$ cat src/rtl/control_fsm_if.sv
// Signal bundle between the control sequencer and the datapath/memory side.
interface control_fsm_if;
    logic [6:0] opcode;
    logic       cmp_out;
    logic       mem_ready;
    logic [2:0] state;
    logic       halt;
    logic       fault;
    logic       mem_req;
    logic       mem_we;
    logic       instr_load;
    logic       reg_re1;
    logic       reg_re2;
    logic       reg_we;
    logic       alu_sel1;
    logic       alu_sel2;
    logic [2:0] alu_op;
    logic [1:0] wb_sel;
    logic       target_load;
    logic       pc_enable;
    logic       pc_load;

    modport master (
        input  opcode, cmp_out, mem_ready,
        output state, halt, fault, mem_req, mem_we, instr_load, reg_re1, reg_re2,
               reg_we, alu_sel1, alu_sel2, alu_op, wb_sel, target_load, pc_enable, pc_load
    );

    modport slave (
        output opcode, cmp_out, mem_ready,
        input  state, halt, fault, mem_req, mem_we, instr_load, reg_re1, reg_re2,
               reg_we, alu_sel1, alu_sel2, alu_op, wb_sel, target_load, pc_enable, pc_load
    );
endinterface

$ cat src/rtl/control_fsm.sv
// Multicycle FETCH/DECODE/EXECUTE/MEM/WRITEBACK sequencer with optional memory timeout.
// Define CONTROL_ILLEGAL_TRAP_EN to halt with fault on illegal opcodes (default: NOP).
module control_fsm #(
    parameter int unsigned MEM_TIMEOUT = 0
) (
    input  logic          clk,
    input  logic          reset,
    control_fsm_if.master bus
);
    typedef enum logic [2:0] {
        S_FETCH     = 3'd0,
        S_DECODE    = 3'd1,
        S_EXECUTE   = 3'd2,
        S_MEM       = 3'd3,
        S_WRITEBACK = 3'd4,
        S_HALT      = 3'd5
    } state_t;

    localparam logic [6:0] OPC_OP_IMM = 7'b0010011;
    localparam logic [6:0] OPC_OP     = 7'b0110011;
    localparam logic [6:0] OPC_LUI    = 7'b0110111;
    localparam logic [6:0] OPC_AUIPC  = 7'b0010111;
    localparam logic [6:0] OPC_BRANCH = 7'b1100011;
    localparam logic [6:0] OPC_LOAD   = 7'b0000011;
    localparam logic [6:0] OPC_STORE  = 7'b0100011;
    localparam logic [6:0] OPC_JAL    = 7'b1101111;
    localparam logic [6:0] OPC_JALR   = 7'b1100111;
    localparam logic [6:0] OPC_SYSTEM = 7'b1110011;

    localparam int unsigned       CNT_W    = (MEM_TIMEOUT > 0) ? $clog2(MEM_TIMEOUT + 1) : 1;
    localparam logic [CNT_W-1:0]  CNT_LAST = CNT_W'(MEM_TIMEOUT - 1);

    state_t           state_q, state_d;
    logic             fault_q, fault_d;
    logic [CNT_W-1:0] cnt_q, cnt_d;

    logic is_op_imm, is_op, is_lui, is_auipc, is_branch;
    logic is_load, is_store, is_jal, is_jalr, is_system;
    logic writes_rd, alu_pc_a, alu_imm_b, wait_expired;

    always_comb begin
        is_op_imm = (bus.opcode == OPC_OP_IMM);
        is_op     = (bus.opcode == OPC_OP);
        is_lui    = (bus.opcode == OPC_LUI);
        is_auipc  = (bus.opcode == OPC_AUIPC);
        is_branch = (bus.opcode == OPC_BRANCH);
        is_load   = (bus.opcode == OPC_LOAD);
        is_store  = (bus.opcode == OPC_STORE);
        is_jal    = (bus.opcode == OPC_JAL);
        is_jalr   = (bus.opcode == OPC_JALR);
        is_system = (bus.opcode == OPC_SYSTEM);
        writes_rd = is_op_imm | is_op | is_lui | is_auipc | is_load | is_jal | is_jalr;
        alu_pc_a  = is_auipc | is_jal;
        alu_imm_b = is_op_imm | is_lui | is_auipc | is_load | is_store | is_jalr;
    end

`ifdef CONTROL_ILLEGAL_TRAP_EN
    logic is_legal;
    assign is_legal = is_op_imm | is_op | is_lui | is_auipc | is_branch |
                      is_load | is_store | is_jal | is_jalr | is_system;
`endif

    // Counter stops one short of MEM_TIMEOUT: the edge that would reach it takes HALT instead.
    assign wait_expired = (MEM_TIMEOUT > 0) && (cnt_q == CNT_LAST);

    always_comb begin
        state_d = state_q;
        fault_d = fault_q;
        cnt_d   = '0;
        unique case (state_q)
            S_FETCH, S_MEM: begin
                if (bus.mem_ready) begin
                    state_d = (state_q == S_FETCH) ? S_DECODE : S_WRITEBACK;
                end else if (wait_expired) begin
                    state_d = S_HALT;
                    fault_d = 1'b1;
                end else if (MEM_TIMEOUT > 0) begin
                    cnt_d = cnt_q + 1'b1;
                end
            end
            S_DECODE: state_d = S_EXECUTE;
            S_EXECUTE: begin
                if (is_system) begin
                    state_d = S_HALT;
`ifdef CONTROL_ILLEGAL_TRAP_EN
                end else if (!is_legal) begin
                    state_d = S_HALT;
                    fault_d = 1'b1;
`endif
                end else if (is_load || is_store) begin
                    state_d = S_MEM;
                end else begin
                    state_d = S_WRITEBACK;
                end
            end
            S_WRITEBACK: state_d = S_FETCH;
            S_HALT:      state_d = S_HALT;
            default:     state_d = S_FETCH;
        endcase
    end

    always_ff @(posedge clk) begin
        if (reset) begin
            state_q <= S_FETCH;
            fault_q <= 1'b0;
            cnt_q   <= '0;
        end else begin
            state_q <= state_d;
            fault_q <= fault_d;
            cnt_q   <= cnt_d;
        end
    end

    assign bus.state = state_q;
    assign bus.fault = fault_q;

    always_comb begin
        bus.halt        = 1'b0;
        bus.mem_req     = 1'b0;
        bus.mem_we      = 1'b0;
        bus.instr_load  = 1'b0;
        bus.reg_re1     = 1'b0;
        bus.reg_re2     = 1'b0;
        bus.reg_we      = 1'b0;
        bus.alu_sel1    = 1'b0;
        bus.alu_sel2    = 1'b0;
        bus.alu_op      = 3'd0;
        bus.wb_sel      = 2'd0;
        bus.target_load = 1'b0;
        bus.pc_enable   = 1'b0;
        bus.pc_load     = 1'b0;
        if (!reset) begin
            unique case (state_q)
                S_FETCH: begin
                    bus.mem_req    = 1'b1;
                    bus.instr_load = bus.mem_ready;
                end
                S_DECODE: begin
                    bus.reg_re1     = 1'b1;
                    bus.reg_re2     = 1'b1;
                    bus.alu_sel1    = 1'b1;
                    bus.alu_sel2    = 1'b1;
                    bus.target_load = 1'b1;
                end
                S_EXECUTE: begin
                    bus.alu_sel1 = alu_pc_a;
                    bus.alu_sel2 = alu_imm_b;
                    bus.alu_op   = is_branch ? 3'd1 : 3'd0;
                end
                S_MEM: begin
                    bus.mem_req = 1'b1;
                    bus.mem_we  = is_store;
                end
                S_WRITEBACK: begin
                    bus.alu_sel1    = alu_pc_a;
                    bus.alu_sel2    = alu_imm_b;
                    bus.alu_op      = is_branch ? 3'd1 : 3'd0;
                    bus.pc_enable   = 1'b1;
                    bus.reg_we      = writes_rd;
                    bus.wb_sel      = is_load ? 2'd1 : ((is_jal || is_jalr) ? 2'd2 : 2'd0);
                    bus.pc_load     = (is_branch && bus.cmp_out) || is_jal || is_jalr;
                    // JALR target (rs1+imm) comes from the ALU in this state.
                    bus.target_load = is_jalr;
                end
                S_HALT:  bus.halt = 1'b1;
                default: ;
            endcase
        end
    end
endmodule
$ cat src/flat_wrapper.sv
// flat-port wrapper written by rule: the top's interface ports become plain ports
module control_fsm_flat 
#(
    parameter int unsigned MEM_TIMEOUT = 0
)
  (clk, reset, bus_opcode, bus_cmp_out, bus_mem_ready, bus_state, bus_halt, bus_fault, bus_mem_req, bus_mem_we, bus_instr_load, bus_reg_re1, bus_reg_re2, bus_reg_we, bus_alu_sel1, bus_alu_sel2, bus_alu_op, bus_wb_sel, bus_target_load, bus_pc_enable, bus_pc_load);
  control_fsm_if bus_i ();
  input  logic clk;
  input  logic reset;
  input wire logic [$bits(bus_i.opcode)-1:0] bus_opcode;
  input wire logic [$bits(bus_i.cmp_out)-1:0] bus_cmp_out;
  input wire logic [$bits(bus_i.mem_ready)-1:0] bus_mem_ready;
  output wire logic [$bits(bus_i.state)-1:0] bus_state;
  output wire logic [$bits(bus_i.halt)-1:0] bus_halt;
  output wire logic [$bits(bus_i.fault)-1:0] bus_fault;
  output wire logic [$bits(bus_i.mem_req)-1:0] bus_mem_req;
  output wire logic [$bits(bus_i.mem_we)-1:0] bus_mem_we;
  output wire logic [$bits(bus_i.instr_load)-1:0] bus_instr_load;
  output wire logic [$bits(bus_i.reg_re1)-1:0] bus_reg_re1;
  output wire logic [$bits(bus_i.reg_re2)-1:0] bus_reg_re2;
  output wire logic [$bits(bus_i.reg_we)-1:0] bus_reg_we;
  output wire logic [$bits(bus_i.alu_sel1)-1:0] bus_alu_sel1;
  output wire logic [$bits(bus_i.alu_sel2)-1:0] bus_alu_sel2;
  output wire logic [$bits(bus_i.alu_op)-1:0] bus_alu_op;
  output wire logic [$bits(bus_i.wb_sel)-1:0] bus_wb_sel;
  output wire logic [$bits(bus_i.target_load)-1:0] bus_target_load;
  output wire logic [$bits(bus_i.pc_enable)-1:0] bus_pc_enable;
  output wire logic [$bits(bus_i.pc_load)-1:0] bus_pc_load;
  assign bus_i.opcode = bus_opcode;
  assign bus_i.cmp_out = bus_cmp_out;
  assign bus_i.mem_ready = bus_mem_ready;
  assign bus_state = bus_i.state;
  assign bus_halt = bus_i.halt;
  assign bus_fault = bus_i.fault;
  assign bus_mem_req = bus_i.mem_req;
  assign bus_mem_we = bus_i.mem_we;
  assign bus_instr_load = bus_i.instr_load;
  assign bus_reg_re1 = bus_i.reg_re1;
  assign bus_reg_re2 = bus_i.reg_re2;
  assign bus_reg_we = bus_i.reg_we;
  assign bus_alu_sel1 = bus_i.alu_sel1;
  assign bus_alu_sel2 = bus_i.alu_sel2;
  assign bus_alu_op = bus_i.alu_op;
  assign bus_wb_sel = bus_i.wb_sel;
  assign bus_target_load = bus_i.target_load;
  assign bus_pc_enable = bus_i.pc_enable;
  assign bus_pc_load = bus_i.pc_load;
  control_fsm #(.MEM_TIMEOUT(MEM_TIMEOUT)) u_core (.clk(clk), .reset(reset), .bus(bus_i));
endmodule
$ cat config.mk
export PLATFORM = sky130hd
export DESIGN_NAME = control_fsm_flat
export DESIGN_NICKNAME = d
export VERILOG_FILES = /design/src/rtl/control_fsm_if.sv /design/src/rtl/control_fsm.sv /design/src/flat_wrapper.sv
export SDC_FILE = /design/constraint.sdc
export NUM_CORES = 1
export LEC_CHECK = 0
export ABC_AREA = 1
export BUFFER_PORTS_ARGS = -buffer_cell sky130_fd_sc_hd__buf_2
export CAP_MARGIN = 20
export CORE_AREA = 2 2 46 48
export DETAILED_ROUTE_END_ITERATION = 8
export DIE_AREA = 0 0 48 50
export PLACE_DENSITY = 0.66
export SKIP_LAST_GASP = 1
export SLEW_MARGIN = 20
export SYNTH_ARGS = -nofsm -noshare
export SYNTH_HDL_FRONTEND = slang
export SYNTH_SLANG_ARGS = --single-unit
$ cat constraint.sdc
create_clock -name clk -period 1.7 [get_ports clk]
set_input_delay 0.17 -clock clk [delete_from_list [all_inputs] [get_ports clk]]
set_output_delay 0.17 -clock clk [all_outputs]
set_load 0.02 [all_outputs]
=== Word-level counts from Yosys, hierarchy flattened ===
Index checks and enable logic that the tools add are counted.

* Muxes and demuxes: 34
* Bitwise gates (word level): 12
* Reduce and logical (&&, ||, !) cells: 8
* Eq/ne operators: 16

{| class="wikitable"
|+ Operators by type and width
! cell !! count
|-
| $eq A7 B7 Y1 const B || 4
|-
| $eq A7 B6 Y1 const B || 3
|-
| $mux W1 || 20
|-
| $mux W3 || 6
|-
| $eq A7 B5 Y1 const B || 2
|-
| $or A1 B1 Y1 || 12
|-
| $pmux W3 S4 || 1
|-
| $mux W2 || 4
|-
| $eq A7 B2 Y1 const B || 1
|-
| $eq A3 B2 Y1 const B || 2
|-
| $eq A3 B3 Y1 const B || 2
|-
| $pmux W1 S2 || 3
|-
| $logic_or A1 B1 Y1 || 4
|-
| $reduce_or A2 Y1 || 2
|-
| $eq A3 B1 Y1 const B || 1
|-
| $logic_not A3 Y1 || 1
|-
| $ne A2 B1 Y1 const B || 1
|-
| $logic_and A1 B1 Y1 || 1
|}

* Bits of input ports: 11
* Register bits after elaboration: 3

=== Logic depth before layout (Yosys ltp) ===
* Depth after elaboration: 9
* Depth in mapped cells: 9

=== Worst setup path before layout ===
Ideal clock, no wire load.

* Path kind: reg-to-output
* From: register u_core.state_q[0], in the netlist u_core.bus.state[0]
* To: output bus_target_load
* Path slack: 0.053 ns
* Arrival time: 1.477 ns
* Required time: 1.530 ns
* Stages on the path, launching flop included: 7
* Path through: dfxtp_1 > inv_1 > nor3_1 > inv_1 > nor2_1 > inv_1 > o21ai_1

* Word-level cells in the longest chain between the ends: 3

{| class="wikitable"
|+ RTL lines
! element !! RTL line !! text
|-
| start, declared || control_fsm.sv:33 || <nowiki>state_t state_q, state_d;</nowiki>
|-
| start signal, assigned || control_fsm.sv:108 || <nowiki>state_q <= state_d;</nowiki>
|-
| $eq A3 B3 Y1 or $eq A3 B1 Y1 (tied branches) || control_fsm.sv:133 || <nowiki>unique case (state_q)</nowiki>
|-
| $pmux W1 S2 * || control_fsm.sv:133 ||
|-
| $mux W1 * || control_fsm.sv:132 || <nowiki>if (!reset) begin</nowiki>
|-
| end, declared || flat_wrapper.sv:26 || <nowiki>output wire logic [$bits(bus_i.target_load)-1:0] bus_target_load;</nowiki>
|}

Mark *: on every way between the ends. The rest lies on a longest branch, timed or not.

=== Worst setup path in the final report ===
Ends and elaborated chain as after synthesis.

==> run_summary.xml <==
<?xml version="1.0" encoding="UTF-8"?>
<metrics>
  <group name="placed_design">
    <metric name="placed_area" unit="um^2">694</metric>
    <metric name="port_buffers" unit="">28</metric>
    <metric name="dpl.hpwl" unit="mm">1.17</metric>
    <metric name="gp_congestion" unit="">0.879</metric>
  </group>
  <group name="floorplanning">
    <metric name="ioPinCount" unit="">32</metric>
    <metric name="floorplan.initialDensity" unit="">0.286</metric>
    <metric name="floorplan.die.width" unit="um">48</metric>
    <metric name="floorplan.core_area" unit="um^2">1900</metric>
    <metric name="fp.dieH" unit="um">50</metric>
    <metric name="die_area" unit="um^2">2400</metric>
    <metric name="rows" unit="">16</metric>
  </group>
  <group name="critical_path">
    <metric name="critical_path.startpoint" unit="">u_core.bus.state[0]</metric>
    <metric name="rr_startpoint" unit="">u_core.bus.state[1]</metric>
    <metric name="path_cells" unit="">inv_1, nor3_1, inv_1, nor2_2, inv_1, o21ai_1, buf_2</metric>
    <metric name="crit_path_start_kind" unit="">flop</metric>
    <metric name="cp_data_arrival_time" unit="ns">1.37</metric>
    <metric name="critPathRequiredTime" unit="ns">1.53</metric>
    <metric name="timing.critical_path.slowest_cell_delay" unit="ns">0.38</metric>
    <metric name="endpoint" unit="">bus_target_load</metric>
    <metric name="r2r-end" unit="">u_core.bus.state[0]</metric>
    <metric name="worst-path-max-fanout" unit="">4</metric>
    <metric name="timing.reg2reg.worst_path_depth" unit="">8</metric>
    <metric name="worst_path_dominant_cell_family" unit="">buffers and inverters</metric>
    <metric name="cpMaxStageDelayCell" unit="">dfxtp_1</metric>
    <metric name="cp_num_cells" unit="">7</metric>
    <metric name="worst-r2r-setup-slack" unit="ns">0.57</metric>
    <metric name="setup.worst_path.class" unit="">reg2out</metric>
    <metric name="critical-path-top-cell-by-count" unit="">inv_1</metric>
    <metric name="count_of_buffering_cells_on_the_critical_path_with_inverters_included" unit="">4</metric>
    <metric name="setup.worst_path.end_class" unit="">output port</metric>
  </group>
  <group name="sta">
    <metric name="hold_vio_cnt_final" unit="">0</metric>
    <metric name="fin_tns_setup" unit="ns">0</metric>
    <metric name="min_period_over_period" unit="">0.904</metric>
    <metric name="final_period_minus_worst_setup_slack" unit="ns">1.54</metric>
    <metric name="setup_viol" unit="">0</metric>
    <metric name="final.setup_skew" unit="ns">0.00166</metric>
    <metric name="max_freq" unit="GHz">0.651</metric>
    <metric name="timing_max_transition_violations_final" unit="">0</metric>
    <metric name="rsz0062_at_grt" unit="">no</metric>
  </group>
  <group name="detailed_routing">
    <metric name="drt_first_iter_violations" unit="">9</metric>
    <metric name="routed_via_density" unit="">4.27</metric>
    <metric name="drt_drc_violations_left" unit="">0</metric>
    <metric name="vias" unit="">649</metric>
    <metric name="wl_per_cell" unit="um">8.98</metric>
    <metric name="antenna_violating_nets_post_route" unit="">0</metric>
    <metric name="detail_route.wirelength" unit="mm">1.37</metric>
    <metric name="drt_pre_antenna_iters" unit="">4</metric>
  </group>
  <group name="synth">
    <metric name="yosys.area.top_type" unit="">nand2_1</metric>
    <metric name="synth_compound_gate_area_share" unit="">0.0783</metric>
    <metric name="yosysWarningCount" unit="">0</metric>
    <metric name="xor_and_xnor_area_share_after_synthesis" unit="">0</metric>
    <metric name="synth.top_cells.by_area" unit="">nand2_1, dfxtp_1, nor2_1, inv_1, nand3_1</metric>
    <metric name="synth.area.mux_share" unit="">0</metric>
    <metric name="synth_fa_ha_area_frac" unit="">0</metric>
    <metric name="register_bit_total_from_synthesis" unit="">3</metric>
    <metric name="synth.lib_cells_used.distinct" unit="">25</metric>
    <metric name="synth_top_area_share" unit="">0.159</metric>
    <metric name="syn-cell-area" unit="um^2">543</metric>
    <metric name="dominant_combinational_cell_family_by_area_after_synthesis" unit="">simple AND/OR/NAND/NOR gates</metric>
    <metric name="synth_seq_area_share" unit="">0.111</metric>
    <metric name="synth.avg_cell_area" unit="um^2">5.72</metric>
    <metric name="postSynthCellCount" unit="">95</metric>
    <metric name="synthSimpleGateAreaFrac" unit="">0.638</metric>
  </group>
  <group name="final_layout">
    <metric name="largest_register_ff_count" unit="">3</metric>
    <metric name="antenna_cells" unit="">0</metric>
    <metric name="postLayoutCellArea" unit="um^2">723</metric>
    <metric name="layout.nets" unit="">137</metric>
    <metric name="syn_to_final_growth" unit="%">33.2</metric>
    <metric name="layout-drive-gt1-share" unit="">0.424</metric>
  </group>
  <group name="clock_network">
    <metric name="clkSlewWorstSetupHoldPaths" unit="ns">0.04</metric>
    <metric name="clock_insertion_delay_worst_skew" unit="ns">0.23</metric>
    <metric name="maximum_clock_insertion_buffer_count" unit="">2</metric>
    <metric name="cts.sink_count" unit="">3</metric>
    <metric name="cts_inserted_buffers" unit="">3</metric>
    <metric name="quantity_of_gates_resized_following_cts" unit="">0</metric>
    <metric name="clock-root-buffer" unit="">clkbuf_4</metric>
    <metric name="ctsHtreeMaxLevel" unit="">1</metric>
    <metric name="clock_tree_from_tritoncts" unit="">built</metric>
    <metric name="ctsHoldBuffers" unit="">0</metric>
    <metric name="post_cts_buffers" unit="">0</metric>
  </group>
  <group name="worst_hold_path">
    <metric name="hold_depth" unit="">4</metric>
    <metric name="min-delay-start" unit="">bus_mem_ready</metric>
    <metric name="worst_hold_path_type" unit="">in2reg</metric>
  </group>
  <group name="grt">
    <metric name="global_route_wire_length_before_repair" unit="mm">2.14</metric>
    <metric name="antenna_found_initial" unit="">0</metric>
    <metric name="globalRouteOverflowTotal" unit="">0</metric>
    <metric name="global_route.usage.total" unit="">0.122</metric>
    <metric name="pin_count_of_the_biggest_net_entering_global_routing" unit="">8</metric>
    <metric name="number_of_global_route_vias_before_repair" unit="">576</metric>
  </group>
  <group name="pwr">
    <metric name="static-leakage-power" unit="nW">0.462</metric>
    <metric name="vdd_ir_drop_max" unit="mV">0.608</metric>
    <metric name="power" unit="uW">656</metric>
    <metric name="power_density" unit="nW/um^2">907</metric>
  </group>
  <group name="flow_run">
    <metric name="timing.max_cap.violations" unit="">0</metric>
  </group>
  <group name="status">
    <metric name="run_status" unit="">completed</metric>
  </group>
</metrics>
-- routing by layer --
metal  vias up  routed length, um  global-route usage
li1        349                  -                   -
met5         -                  0                   0
met1       279                622               0.145
met2        21                676               0.196
met4         0                  0              0.0541
met3         0                 66              0.0330
-- worst min path at each step --
stage	to	slack, ns
2_1_floorplan	u_core.bus.state[0]	0.33
3_3_place_gp	u_core.bus.state[0]	0.49
3_5_place_dp	u_core.bus.state[0]	0.49
4_1_cts	u_core.bus.state[0]	0.24
5_1_grt	u_core.bus.state[0]	0.28
6_report	u_core.bus.state[0]	0.25
-- cell usage in the layout, fill, tap and decap left out, types with 3 or more instances in the layout --
cell	instances
nor2_1	12
inv_1	12
nand2_1	23
buf_2	28
inv_2	4
dfxtp_1	3
conb_1	3
nand2_2	4
nor2_2	4
clkbuf_4	3
nand3_2	3
nand3_1	7
-- cell families (layout without fill, tap and decap cells) --
group	count (synthesis)	in the layout
AOI/OAI and AO/OA	7	7
buffers and inverters	20	48
DFF	3	3
other	1	3
and+or+nand+nor	64	64
-- Yosys cell counts --
cell,n
nor2_4,1
inv_1,12
o22ai_1,1
and3_2,1
o21ai_1,1
nand3_1,7
nand3_2,3
nor2_1,13
buf_4,4
nor3_2,1
a21oi_1,2
o21ai_2,1
nand2_1,23
conb_1,1
nand3b_1,2
nor2_2,3
nand2_4,2
nor2_8,1
o21ai_0,1
inv_2,4
o21a_1,1
nor3_1,2
dfxtp_1,3
nand4_1,1
nand2_2,4
-- final cells by class --
| type | instances | area (um^2) |
|---|---|---|
| Sequential cell | 3 | 60.1 |
| Fill cell | 220 | 1180 |
| Timing Repair Buffer | 28 | 140 |
| Tap cell | 27 | 33.8 |
| Inverter | 16 | 60.1 |
| Multi-Input combinational cell | 74 | 403 |
| Clock buffer | 4 | 26.3 |
-- worst register-to-register path, cell delays in order (launching register included) --
cell     delay (ns)
dfxtp_1        0.35
nor2_1         0.17
nand2_1        0.12
nand2_1        0.09
inv_2          0.04
nor2_2         0.09
nor2_2         0.05
nand2_1        0.07
nand2_1        0.05
-- where the power goes --
group | total, mW | internal (mW) | switching [mW] | leakage (nW)
Clock | 0.127 | 0.0881 | 0.0387 | 0.0150
Sequential | 0.121 | 0.0922 | 0.0288 | 0.0246
Combinational | 0.408 | 0.130 | 0.278 | 0.423
Total | 0.656 | 0.310 | 0.345 | 0.462
-- stage by stage --
step / utilization / hold WS, ns / cells / setup WS (ns)
floorplan: - / 0.333 / 97 / 0.0532
global placement: 0.365 / 0.493 / 148 / 0.363
detailed placement: 0.365 / 0.493 / 148 / 0.359
CTS: 0.379 / 0.244 / 152 / 0.0989
global route: 0.380 / 0.279 / 152 / 0.0385
finish: 0.380 / 0.250 / 152 / 0.164
(Power assumes the default switching activity.)
